[config.mk]
export PLATFORM = sky130hd
export DESIGN_NAME = morse_symbol_timer
export DESIGN_NICKNAME = d
export VERILOG_FILES = /design/src/rtl/morse_pkg.sv /design/src/rtl/morse_key_sync.sv /design/src/rtl/morse_symbol_timer.sv
export SDC_FILE = /design/constraint.sdc
export NUM_CORES = 1
export LEC_CHECK = 0
export CORE_AREA = 2 2 55 95
export DETAILED_ROUTE_END_ITERATION = 10
export DIE_AREA = 0 0 57 97
export PLACE_DENSITY = 0.48
export SYNTH_ARGS = -nofsm -noshare
export SYNTH_HDL_FRONTEND = slang
export SYNTH_SLANG_ARGS = --single-unit
[constraint.sdc]
create_clock -name iCLK -period 1.65 [get_ports iCLK]
set_clock_uncertainty 0.1 [all_clocks]
set_input_delay 0.495 -clock iCLK [delete_from_list [all_inputs] [get_ports iCLK]]
set_output_delay 0.495 -clock iCLK [all_outputs]
set_load 0.1 [all_outputs]
[src/rtl/morse_pkg.sv]
// Shared types and constants for the Morse symbol timer and its key synchroniser.
package morse_pkg;

  typedef enum logic [1:0] {IDLE, PRESS, GAP} state_e;

  localparam int CODE_W = 5;
  localparam int LEN_W  = 3;
  localparam int CNT_W  = 4;

  localparam int DEF_DASH_TICKS   = 2;
  localparam int DEF_LETTER_GAP   = 3;
  localparam int DEF_WORD_GAP     = 7;
  localparam int DEF_MAX_LEN      = 5;
  localparam int LONG_PRESS_TICKS = 8;

  localparam logic SYM_DASH = 1'b1;
  localparam logic SYM_DOT  = 1'b0;

  // Tick counters stick at all-ones rather than wrapping.
  function automatic logic [CNT_W-1:0] sat_inc(input logic [CNT_W-1:0] v);
    return (v == '1) ? v : v + 1'b1;
  endfunction

endpackage

[src/rtl/morse_key_sync.sv]
// Two-flop synchroniser for the raw Morse key, with single-cycle rise/fall
// pulses taken from the synchronised level against its registered copy.
module morse_key_sync (
  input  logic iCLK,
  input  logic iRST,
  input  logic key_i,
  output logic rise_o,
  output logic fall_o
);

  logic meta_q;
  logic skey_q;
  logic prev_q;

  always_ff @(posedge iCLK or posedge iRST) begin
    if (iRST) begin
      meta_q <= 1'b0;
      skey_q <= 1'b0;
      prev_q <= 1'b0;
    end else begin
      meta_q <= key_i;
      skey_q <= meta_q;
      prev_q <= skey_q;
    end
  end

  assign rise_o = skey_q & ~prev_q;
  assign fall_o = ~skey_q & prev_q;

endmodule

[src/rtl/morse_symbol_timer.sv]
// Times key presses/gaps against the half-second count, builds the letter buffer
// and flags letter/word ends. Optional: MORSE_LONG_PRESS_CLEAR_EN (long press clears).
module morse_symbol_timer
  import morse_pkg::*;
#(
  parameter int DASH_TICKS = DEF_DASH_TICKS,
  parameter int LETTER_GAP = DEF_LETTER_GAP,
  parameter int WORD_GAP   = DEF_WORD_GAP,
  parameter int MAX_LEN    = DEF_MAX_LEN
) (
  input  logic              iCLK,
  input  logic              iRST,
  input  logic [3:0]        iHalfSec,
  input  logic              iKey,
  output logic              oSymValid,
  output logic              oSymDash,
  output logic [CODE_W-1:0] oCode,
  output logic [LEN_W-1:0]  oLen,
  output logic              oLetterEnd,
  output logic              oWordEnd,
  output logic              oOverrun
);

  state_e state_q, state_d;

  logic              key_rise, key_fall;
  logic [3:0]        hs_prev_q;
  logic              tick;
  logic [CNT_W-1:0]  press_cnt_q, press_cnt_d;
  logic [CNT_W-1:0]  gap_cnt_q, gap_cnt_d;
  logic [CNT_W-1:0]  gap_inc;
  logic [CODE_W-1:0] code_q, code_d;
  logic [LEN_W-1:0]  len_q, len_d;
  logic              overrun_q, overrun_d;
  logic              sym_valid_q, sym_valid_d;
  logic              sym_dash_q, sym_dash_d;
  logic              letter_end_q, letter_end_d;
  logic              word_end_q, word_end_d;
  logic              gap_step, letter_hit, word_hit, long_press, dash;

  morse_key_sync u_key_sync (
    .iCLK   (iCLK),
    .iRST   (iRST),
    .key_i  (iKey),
    .rise_o (key_rise),
    .fall_o (key_fall)
  );

  assign tick = (iHalfSec != hs_prev_q);

`ifdef MORSE_LONG_PRESS_CLEAR_EN
  assign long_press = (press_cnt_q >= CNT_W'(LONG_PRESS_TICKS));
`else
  assign long_press = 1'b0;
`endif

  // A rise in GAP wins over any gap threshold reached in the same cycle.
  assign gap_inc    = sat_inc(gap_cnt_q);
  assign gap_step   = (state_q == GAP) && !key_rise && tick;
  assign letter_hit = gap_step && (gap_inc != gap_cnt_q) &&
                      (gap_inc == CNT_W'(LETTER_GAP)) && (len_q != '0);
  assign word_hit   = gap_step && (gap_inc != gap_cnt_q) &&
                      (gap_inc == CNT_W'(WORD_GAP));
  assign dash       = (press_cnt_q >= CNT_W'(DASH_TICKS)) ? SYM_DASH : SYM_DOT;

  always_ff @(posedge iCLK or posedge iRST) begin
    if (iRST) state_q <= IDLE;
    else      state_q <= state_d;
  end

  always_comb begin
    state_d = state_q;
    case (state_q)
      IDLE:    if (key_rise) state_d = PRESS;
      PRESS:   if (key_fall) state_d = long_press ? IDLE : GAP;
      GAP: begin
        if (key_rise)      state_d = PRESS;
        else if (word_hit) state_d = IDLE;
      end
      default: state_d = IDLE;
    endcase
  end

  always_comb begin
    press_cnt_d  = press_cnt_q;
    gap_cnt_d    = gap_cnt_q;
    code_d       = code_q;
    len_d        = len_q;
    overrun_d    = overrun_q;
    sym_valid_d  = 1'b0;
    sym_dash_d   = 1'b0;
    letter_end_d = letter_hit;
    word_end_d   = word_hit;
    // The completed letter is visible during the oLetterEnd cycle, then dropped.
    if (letter_end_q) begin
      code_d    = '0;
      len_d     = '0;
      overrun_d = 1'b0;
    end
    case (state_q)
      IDLE: if (key_rise) press_cnt_d = '0;
      PRESS: begin
        if (key_fall) begin
          gap_cnt_d = '0;
          if (long_press) begin
            code_d    = '0;
            len_d     = '0;
            overrun_d = 1'b0;
          end else begin
            sym_valid_d = 1'b1;
            sym_dash_d  = dash;
            if (len_q < LEN_W'(MAX_LEN)) begin
              code_d = {code_q[CODE_W-2:0], dash};
              len_d  = len_q + 1'b1;
            end else begin
              overrun_d = 1'b1;
            end
          end
        end else if (tick) begin
          press_cnt_d = sat_inc(press_cnt_q);
        end
      end
      GAP: begin
        if (key_rise)  press_cnt_d = '0;
        else if (tick) gap_cnt_d   = gap_inc;
      end
      default: ;
    endcase
  end

  always_ff @(posedge iCLK or posedge iRST) begin
    if (iRST) begin
      hs_prev_q    <= '0;
      press_cnt_q  <= '0;
      gap_cnt_q    <= '0;
      code_q       <= '0;
      len_q        <= '0;
      overrun_q    <= 1'b0;
      sym_valid_q  <= 1'b0;
      sym_dash_q   <= 1'b0;
      letter_end_q <= 1'b0;
      word_end_q   <= 1'b0;
    end else begin
      hs_prev_q    <= iHalfSec;
      press_cnt_q  <= press_cnt_d;
      gap_cnt_q    <= gap_cnt_d;
      code_q       <= code_d;
      len_q        <= len_d;
      overrun_q    <= overrun_d;
      sym_valid_q  <= sym_valid_d;
      sym_dash_q   <= sym_dash_d;
      letter_end_q <= letter_end_d;
      word_end_q   <= word_end_d;
    end
  end

  assign oSymValid  = sym_valid_q;
  assign oSymDash   = sym_dash_q;
  assign oCode      = code_q;
  assign oLen       = len_q;
  assign oLetterEnd = letter_end_q;
  assign oWordEnd   = word_end_q;
  assign oOverrun   = overrun_q;

endmodule

==> Yosys cells after proc, flatten, opt, wreduce, memory -nomap -nowiden <==
Cells that the tools add are included.
Widths: inputs -> output; s select.
{ "totals": {"output_inout_bits": 13, "mem_bits_rw": 0, "input_bits": 7, "ff_bits": 30, "mem_bits_ro": 0, "latchBits": 0, "wordCells": 87, "memories": 0} }
{ "classes": {"n_lt_le_gt_ge": 2, "n_mul": 0, "n_bitwise": 4, "muxes": 32, "eq_ne": 17, "div": 0, "shifts": 0, "add_sub_neg": 3, "n_reduce_logical": 15} }
{ "op_table": {"columns": ["cell", "count"], "rows": [
  ["$mux 4", 8],
  ["$mux 5", 4],
  ["$pmux 4 s2", 2],
  ["$ne 2x2->1 const B", 7],
  ["$mux 3", 4],
  ["$mux 1", 9],
  ["$add 4x1->4 const B", 2],
  ["$eq 4x4->1 const B", 2],
  ["$mux 2", 4],
  ["$ne 4x4->1", 2],
  ["$logic_and 1x1->1", 6],
  ["$pmux 2 s3", 1],
  ["$reduce_and 5->1", 1],
  ["$eq 4x2->1 const B", 1],
  ["$eq 4x3->1 const B", 1],
  ["$ge 4x2->1 const B", 1],
  ["$reduce_and 4->1", 1],
  ["$reduce_bool 2->1", 2],
  ["$add 3x1->3 const B", 1],
  ["$lt 3x3->1 const B", 1],
  ["$ne 3x3->1 const B", 1],
  ["$reduce_and 3->1", 1],
  ["$reduce_bool 3->1", 1],
  ["$and 1x1->1", 2],
  ["7 further kinds", 8]
]} }

==> Logic depth before layout (Yosys ltp) <==
Gate-level depths: netlist of run 1.
{ "depth": {"depth_word": 10, "ltp_mapped": 8, "mapped_depth_nobuf": 7} }

==> Modules after synthesis <==
A second synthesis of run 1 with hierarchy kept.
{ "unflattened": {"hier_cells": 122, "hier_area_um2": 1390.1} }
{ "by_module_without_submodules": {"columns": ["mod", "cells_per_inst", "seq_area_each_um2", "area_per_inst_um2", "n_inst"], "rows": [
  ["morse_symbol_timer", 116, 675.6, 1296.2, 1],
  ["morse_key_sync", 6, 75.1, 93.8, 1]
]} }

==> Worst setup path after synthesis of run 1 <==
No wires, ideal clock.
{ "synth_path": {"path_kind": "register to register", "start": "register len_q[2], in the netlist oLen[2]", "end": "register len_q[2], in the netlist oLen[2]", "n_path_buf": 1, "path_stages_with_launch": 7, "arrival_ns": 1.873, "setup_slack_ns": -0.415, "cell_sequence": "dfrtp_1 > o21ai_0 > and2_1 > buf_4 > nor2_1 > o21ai_0 > o21ai_0"} }
{ "synth_between": {"elab_chain_len": 4, "word_cells_on_any_way": 6} }
{ "synth_lines": {"columns": ["element", "line", "source"], "rows": [
  ["start: declaration", "morse_symbol_timer.sv:33", "logic [LEN_W-1:0] len_q, len_d;"],
  ["start signal: assignment", "morse_symbol_timer.sv:148", "len_q <= len_d;"],
  ["$add 3x1->3, or another cell as far along", "morse_symbol_timer.sv:114", "len_d = len_q + 1'b1;"],
  ["$mux 3", "morse_symbol_timer.sv:112", "if (len_q < LEN_W'(MAX_LEN)) begin"],
  ["$mux 3", "morse_symbol_timer.sv:103", "if (key_fall) begin"],
  ["$mux 3 *", "morse_symbol_timer.sv:100", "case (state_q)"],
  ["named net len_d[2]", "morse_symbol_timer.sv:33", null]
]} }
The timed path passes the listed nets; every way through them passes the cells marked *.
A chain may end at the register's enable or synchronous reset.

==> Final worst setup path of run 1 <==
{ "layout_path": {"start": "register hs_prev_q[3]", "end": "register gap_cnt_q[0]"} }
{ "layout_between": {"elab_chain_len": 3} }
{ "layout_lines": {"columns": ["element", "line", "source"], "rows": [
  ["start: declaration", "morse_symbol_timer.sv:27", "logic [3:0] hs_prev_q;"],
  ["start signal: assignment", "morse_symbol_timer.sv:144", "hs_prev_q <= iHalfSec;"],
  ["$ne 4x4->1", "morse_symbol_timer.sv:49", "assign tick = (iHalfSec != hs_prev_q);"],
  ["$ne 2x2->1 (no source line)", null, null],
  ["$reduce_and 4->1 (no source line)", null, null],
  ["end signal: assignment", "morse_symbol_timer.sv:146", "gap_cnt_q <= gap_cnt_d;"],
  ["end: declaration", "morse_symbol_timer.sv:30", "logic [CNT_W-1:0] gap_cnt_q, gap_cnt_d;"]
]} }
Every way passes these cells.

==> results of run 1 <==
[routing by layer]
| layer | vias up | wire [um] | global-route usage, % |
|---|---|---|---|
| met4 | 0 | 63 | 4.83 |
| met5 | - | 0 | 0 |
| li1 | 518 | - | - |
| met3 | 5 | 123 | 3.61 |
| met2 | 26 | 1600 | 21.0 |
| met1 | 514 | 1060 | 11.7 |
[power groups by stage]
stage / combinational (mW) / clock [mW] / sequential, mW
final: 1.75 / 0.607 / 1.09
after detailed placement: 1.74 / 0 / 1.11
after global placement: 1.72 / 0 / 1.10
after CTS: 1.74 / 0.631 / 1.09
after floorplan: 0.404 / 0 / 1.74
after global routing: 1.84 / 0.665 / 1.12
[flip-flops by register name, indices dropped and copies added (netlist names), 2 cells and up]
signal       cells
oCode            5
gap_cnt_q        4
hs_prev_q        4
press_cnt_q      4
oLen             3
state_q          2
[cells in the final DEF, fill, tap and decap left out, types with 2 or more instances in the layout]
| master | n |
|---|---|
| a21oi_1 | 6 |
| a31oi_1 | 2 |
| and2b_2 | 2 |
| and3_1 | 2 |
| buf_12 | 14 |
| buf_2 | 2 |
| buf_4 | 12 |
| clkbuf_8 | 6 |
| clkdlybuf4s50_1 | 2 |
| dfrtp_1 | 25 |
| dfrtp_2 | 3 |
| dfrtp_4 | 2 |
| ha_1 | 5 |
| inv_1 | 7 |
| mux2_2 | 2 |
| nand2_1 | 13 |
| nand2_2 | 3 |
| nand2b_1 | 2 |
| nand3_1 | 2 |
| nand3b_1 | 5 |
| nor2_1 | 6 |
| nor2_2 | 2 |
| o21ai_0 | 7 |
| o21ai_2 | 2 |
| or2b_1 | 3 |
| xor2_2 | 3 |
[synthesized netlist by cell type (all sizes together), types with 2 or more instances]
master  number
buf          2
and3         3
ha           5
nor2         8
inv          8
o21ai       10
or2b         3
nand2       16
xor2         4
nand3b       5
nor4         2
and2b        2
nand2b       2
nand3        2
dfrtp       30
nor2b        2
mux2         2
a21oi        6
a31oi        2
[worst max-delay path: stages, from the launching register on]
cell and delay (ns):
dfrtp_1 0.39, xor2_2 0.16, nor4_4 0.40, o21ai_2 0.11, and3_4 0.16, mux2_2 0.25
[what timing repair did]
| item | 4_1_cts | 5_1_grt |
|---|---|---|
| gates resized for setup | 18 | 7 |
| endpoints found under the setup margin | 11 | 9 |
| pin swaps | 6 | 3 |
[worst max path at each step]
stage                      start              to  slack, ns  cells after the start
global route        hs_prev_q[3]    gap_cnt_q[3]      -0.10                      6
finish              hs_prev_q[3]    gap_cnt_q[0]      -0.04                      5
floorplan            iHalfSec[0]    gap_cnt_q[0]       -0.1                      5
CTS                 hs_prev_q[3]    gap_cnt_q[0]      -0.05                      5
global placement     iHalfSec[0]    gap_cnt_q[0]      -0.67                      6
detailed placement   iHalfSec[0]  press_cnt_q[3]      -0.74                      6
[logic make-up after synthesis]
logic type	after synthesis
xor gates and xnor gates	5
and+or+nand+nor	50
muxes	2
buffers and inverters	11
AOI/OAI and AO/OA	26
DFF	30
adders and majority gates	5
[metrics by stage]
| stage | std cells | setup slack [ns] |
|---|---|---|
| floorplan | 129 | -0.0991 |
| global placement | 211 | -0.669 |
| detailed placement | 211 | -0.740 |
| CTS | 219 | -0.0541 |
| global route | 219 | -0.104 |
| finish | 219 | -0.0445 |
[area by class of cell]
cell class              count  area share [%]
repair buffers             33            21.2
inverters                   8            1.47
clock inverters             1           0.245
flip-flops and latches     30            37.3
multi-input cells          88            32.4
well taps                  52            3.18
clock buffers               7            4.22
==> impl_metrics.yaml, run 1 <==
outcome:
  status: "finished, violations left"
  violations: "setup timing"
synthesis:
  synth-edff-count: 0
  ys.flop_type: "dfrtp_1"
  synth-adder-area-share_pct: 4.51
  synth_largest_area_cell: "dfrtp_1"
  netlist_area_um2: 1390
  synth_top_area_share_pct: 54.2
  syn_nets: 141
  synth_compound_area_share_pct: 12.0
  synthCells: 129
  synth_area_leaders: "dfrtp_1, ha_1, nand2_1"
  synthXorXnorAreaFrac_pct: 3.16
  ys_ff_latch: 30
  yosys.cell_types.count: 42
  async_flop_share_pct: 100
  synth_top_family_by_area: "simple AND/OR/NAND/NOR gates"
  synth.area.mux_share_pct: 1.62
  yosysWarnings: 0
  synth_area_per_cell_um2: 10.7
  seq_area_frac_synth_pct: 54.2
  yosys.area_share.simple_pct: 21.2
timing:
  worst_pin_slew_ns: 0.385
  slew_violations: 0
  finalHoldViolCount: 0
  slew_headroom_pct: 74.1
  whs_ns: 0.253
  worst_slack_ns: -0.0445
  min_period_ns: 1.69
  period_share_pct: 103
  finalSetupTns_ns: -0.0467
  setup_viol: 3
  max_freq_ghz: 0.590
  rsz0062_at_grt: "yes"
clocking:
  cts_setup_buffers: 0
  clkLatencyLatePin_ns: 0.28
  clk_path_buf_depth: 2
  cts_tree: "yes"
  cts_made_buffers: 5
  hold_buffers: 0
  cts-root-buf: "clkbuf_8"
  h-tree-depth: 2
  clk_pin_slew_ns: 0.06
  clkSinkCount: 30
routing:
  dr.pass1.iters: 4
  via_per_inst: 4.85
  vias: 1063
  ant_nets: 0
  finalWirelength_um: 2850
  routedWlPerCell_um: 13.0
  drc: 0
  drt-initial-drc-count: 14
final_layout:
  multi_input_area_um2: 663
  seq_area_um2: 762
  fin_nets: 178
  n_antenna_cell: 0
  final_area_um2: 2040
  final_util_pct: 43.4
  drive_above_1_share_pct: 38.9
  fillerInstances: 474
  syn2layout_area_growth_pct: 47.5
die:
  fp-row-count: 33
  dieArea_um2: 5530
  io_pins: 20
  die_w_um: 57
  core_region_area_um2: 4710
  start_util_pct: 29.5
  die_h_um: 97
critical_path:
  criticalPathCategory: "reg2reg"
  rrSetupSlack_ns: -0.04
  cp_data_arrival_time_ns: 1.76
  critPathLaunchType: "register"
  reg2reg_depth: 5
  r2r_end: "gap_cnt_q[0]"
  cp-end-kind: "register"
  path_max_fanout: 4
  reg2reg_from: "hs_prev_q[3]"
  cp.required_ns: 1.71
place:
  dp_hpwl_um: 2130
  place_area_um2: 1930
  gp_congestion: 0.740
  numPortBuffers: 19
power:
  p_comb_share_pct: 50.7
  irDropWorstVdd_mv: 1.46
  clock_power_share_pct: 17.6
  switchingPower_mw: 1.51
  p_total_mw: 3.45
  switching_share_pct: 43.7
  power.density_nw_per_um2: 1690
  internal-power_mw: 1.94
  p_leak_nw: 0.928
  seqPwrFrac_pct: 31.7
hold_path:
  whs_path_depth: 0
  min_to: "u_key_sync.skey_q"
  min_path_type: "reg2reg"
  hold_path.startpoint: "u_key_sync.meta_q"
global_route:
  grt_max_degree: 31
  grt_overflow_total: 0
  grt_antenna_before_repair: 0
  grt_pass1_vias: 1108
  grt.total_usage_pct: 11.5
  grt_first_pass_wirelength_um: 4970
run:
  drv_cap: 0
Power figures use the tool's default switching activity.
==> run 2, diff against run 1 <==
--- a/config.mk
+++ b/config.mk
@@ -5,9 +5,9 @@
 export SDC_FILE = /design/constraint.sdc
 export NUM_CORES = 1
 export LEC_CHECK = 0
-export CORE_AREA = 2 2 55 95
+export CORE_AREA = 2 2 71 73
 export DETAILED_ROUTE_END_ITERATION = 10
-export DIE_AREA = 0 0 57 97
+export DIE_AREA = 0 0 73 75
 export PLACE_DENSITY = 0.48
 export SYNTH_ARGS = -nofsm -noshare
 export SYNTH_HDL_FRONTEND = slang
==> constraint.sdc (replaced) <==
create_clock -name iCLK -period 1.65 [get_ports iCLK]
set_clock_uncertainty 0.1 [all_clocks]
set_input_delay 0.165 -clock iCLK [delete_from_list [all_inputs] [get_ports iCLK]]
set_output_delay 0.165 -clock iCLK [all_outputs]
set_load 0.1 [all_outputs]
==> impl_metrics.yaml, run 2 (synthesis results as in run 1) <==
outcome:
  status: "completed"
routing:
  vias: 1058
  dr.pass1.iters: 4
  finalWirelength_um: 2690
  via_per_inst: 4.83
  ant_nets: 0
  routedWlPerCell_um: 12.3
  drt-initial-drc-count: 47
  drc: 0
critical_path:
  crit_buf_inv: 0
  path_delay_family: "compound AO/OA/AOI/OAI gates"
  cp-end-kind: "register"
  reg2reg_from: "press_cnt_q[1]"
  rrSetupSlack_ns: 0.009
  criticalPathCategory: "reg2reg"
  path_max_fanout: 3
  cp_data_arrival_time_ns: 1.71
  cp.required_ns: 1.72
  cp_slowest_cell: "dfrtp_1"
  cpPeakStageDelay_ns: 0.39
  critPathLaunchType: "register"
  r2r_end: "press_cnt_q[2]"
  reg2reg_depth: 5
  path_cells: "ha_1 > and3_1 > o21ai_1 > a31oi_1 > a41o_1"
clocking:
  clk_path_buf_depth: 2
  cts-root-buf: "clkbuf_8"
  clk_pin_slew_ns: 0.07
  clkLatencyLatePin_ns: 0.28
  h-tree-depth: 2
  cts_tree: "yes"
  cts_made_buffers: 5
  hold_buffers: 0
  clkSinkCount: 30
die:
  start_util_pct: 29.7
  fp-row-count: 25
  die_w_um: 73
  dieArea_um2: 5480
  io_pins: 20
  die_h_um: 75
  core_region_area_um2: 4660
timing:
  min_period_ns: 1.64
  slew_headroom_pct: 73.9
  max_freq_ghz: 0.609
  setup_viol: 0
  rsz0062_at_grt: "yes"
  whs_ns: 0.00169
  finalHoldViolCount: 0
  slew_violations: 0
  worst_pin_slew_ns: 0.388
  period_share_pct: 99.5
  finalSetupTns_ns: 0
power:
  power.density_nw_per_um2: 1710
  p_total_mw: 3.42
  p_leak_nw: 0.915
  irDropWorstVdd_mv: 0.742
final_layout:
  final_util_pct: 43.0
  mostFrequentLayoutCells: "dfrtp_1, nand2_1, buf_12, buf_4"
  fin_nets: 176
  largest_reg_flops: 5
  fillerInstances: 441
  syn2layout_area_growth_pct: 44.5
  final_common_cell: "dfrtp_1"
  n_antenna_cell: 0
  drive_above_1_share_pct: 34.5
  final_cells: 219
place:
  dp_hpwl_um: 2000
  placed_cells: 211
  numPortBuffers: 19
  gp_congestion: 0.731
global_route:
  grt_overflow_total: 0
  grt_pass1_vias: 1065
  grt_antenna_before_repair: 0
  grt_max_degree: 31
  grt.total_usage_pct: 11.4
  grt_first_pass_wirelength_um: 4680
hold_path:
  hold_path.startpoint: "iHalfSec[3]"
  min_to: "hs_prev_q[3]"
  min_path_type: "in2reg"
  whs_path_depth: 1
run:
  drv_cap: 0
==> run 2: changes by cell type in the layout (fill, tap and decap cells not counted), moves of 2 or more <==
cell and delta:
dfrtp_1 +2, dfrtp_2 -2, clkdlybuf4s50_1 +3, buf_2 -2
==> run 2: metrics by stage <==
step	area [um2]	setup slack, ns
after floorplan	1400	0.00892
after CTS	1980	-0.0194
after global routing	2000	-0.0595
final	2000	0.00886
after detailed placement	1860	-0.361
after global placement	1860	-0.295
==> run 2: area by class of cell <==
class | count | area (um2) | share of cell area [%]
tap | 54 | 67.6 | 3.37
multi-input combinational | 88 | 638 | 31.9
clock buffer | 6 | 82.6 | 4.12
sequential | 30 | 759 | 37.9
clock inverter | 2 | 12.5 | 0.625
timing repair buffer | 31 | 413 | 20.6
inverter | 8 | 30.0 | 1.50
==> run 2: timing repair <==
item	CTS	global route
endpoints found under the setup margin	3	8
pin swaps	4	5
gates resized for setup	4	7
setup buffers	0	0
==> run 2: routing by layer <==
layer	GRT usage (%)	up-vias	wire length [um]	part of all wire, %
li1	-	510	-	-
met1	12.6	519	1180	44
met2	19.8	24	1340	50
met3	3.35	5	120	4.5
met4	6.17	0	49	1.8
met5	0	-	0	0
==> run 2: where the power goes <==
part	internal (mW)	switching (mW)	total, mW
sequential	0.910	0.184	1.09
combinational	0.667	1.04	1.71
clock	0.335	0.285	0.620
total	1.91	1.51	3.42
==> run 2: worst max-delay path by stage <==
stage / from / slack [ns] / depth (start not counted) / to
finish: press_cnt_q[1] / 0.009 / 5 / press_cnt_q[2]
global route: hs_prev_q[3] / -0.06 / 5 / gap_cnt_q[0]
CTS: hs_prev_q[0] / -0.02 / 5 / press_cnt_q[3]
detailed placement: iHalfSec[2] / -0.36 / 6 / press_cnt_q[2]
global placement: iHalfSec[0] / -0.29 / 6 / press_cnt_q[2]
floorplan: hs_prev_q[3] / 0.009 / 5 / gap_cnt_q[0]
==> run 2: worst register-to-register path, delay by kind of cell (launching register included) <==
kind / cells / cell delay [ns]
AO/OA/AOI/OAI: 3 / 0.64
adder cells (fa/ha/maj): 1 / 0.20
flip-flops: 1 / 0.39
AND/OR/NAND/NOR: 1 / 0.20
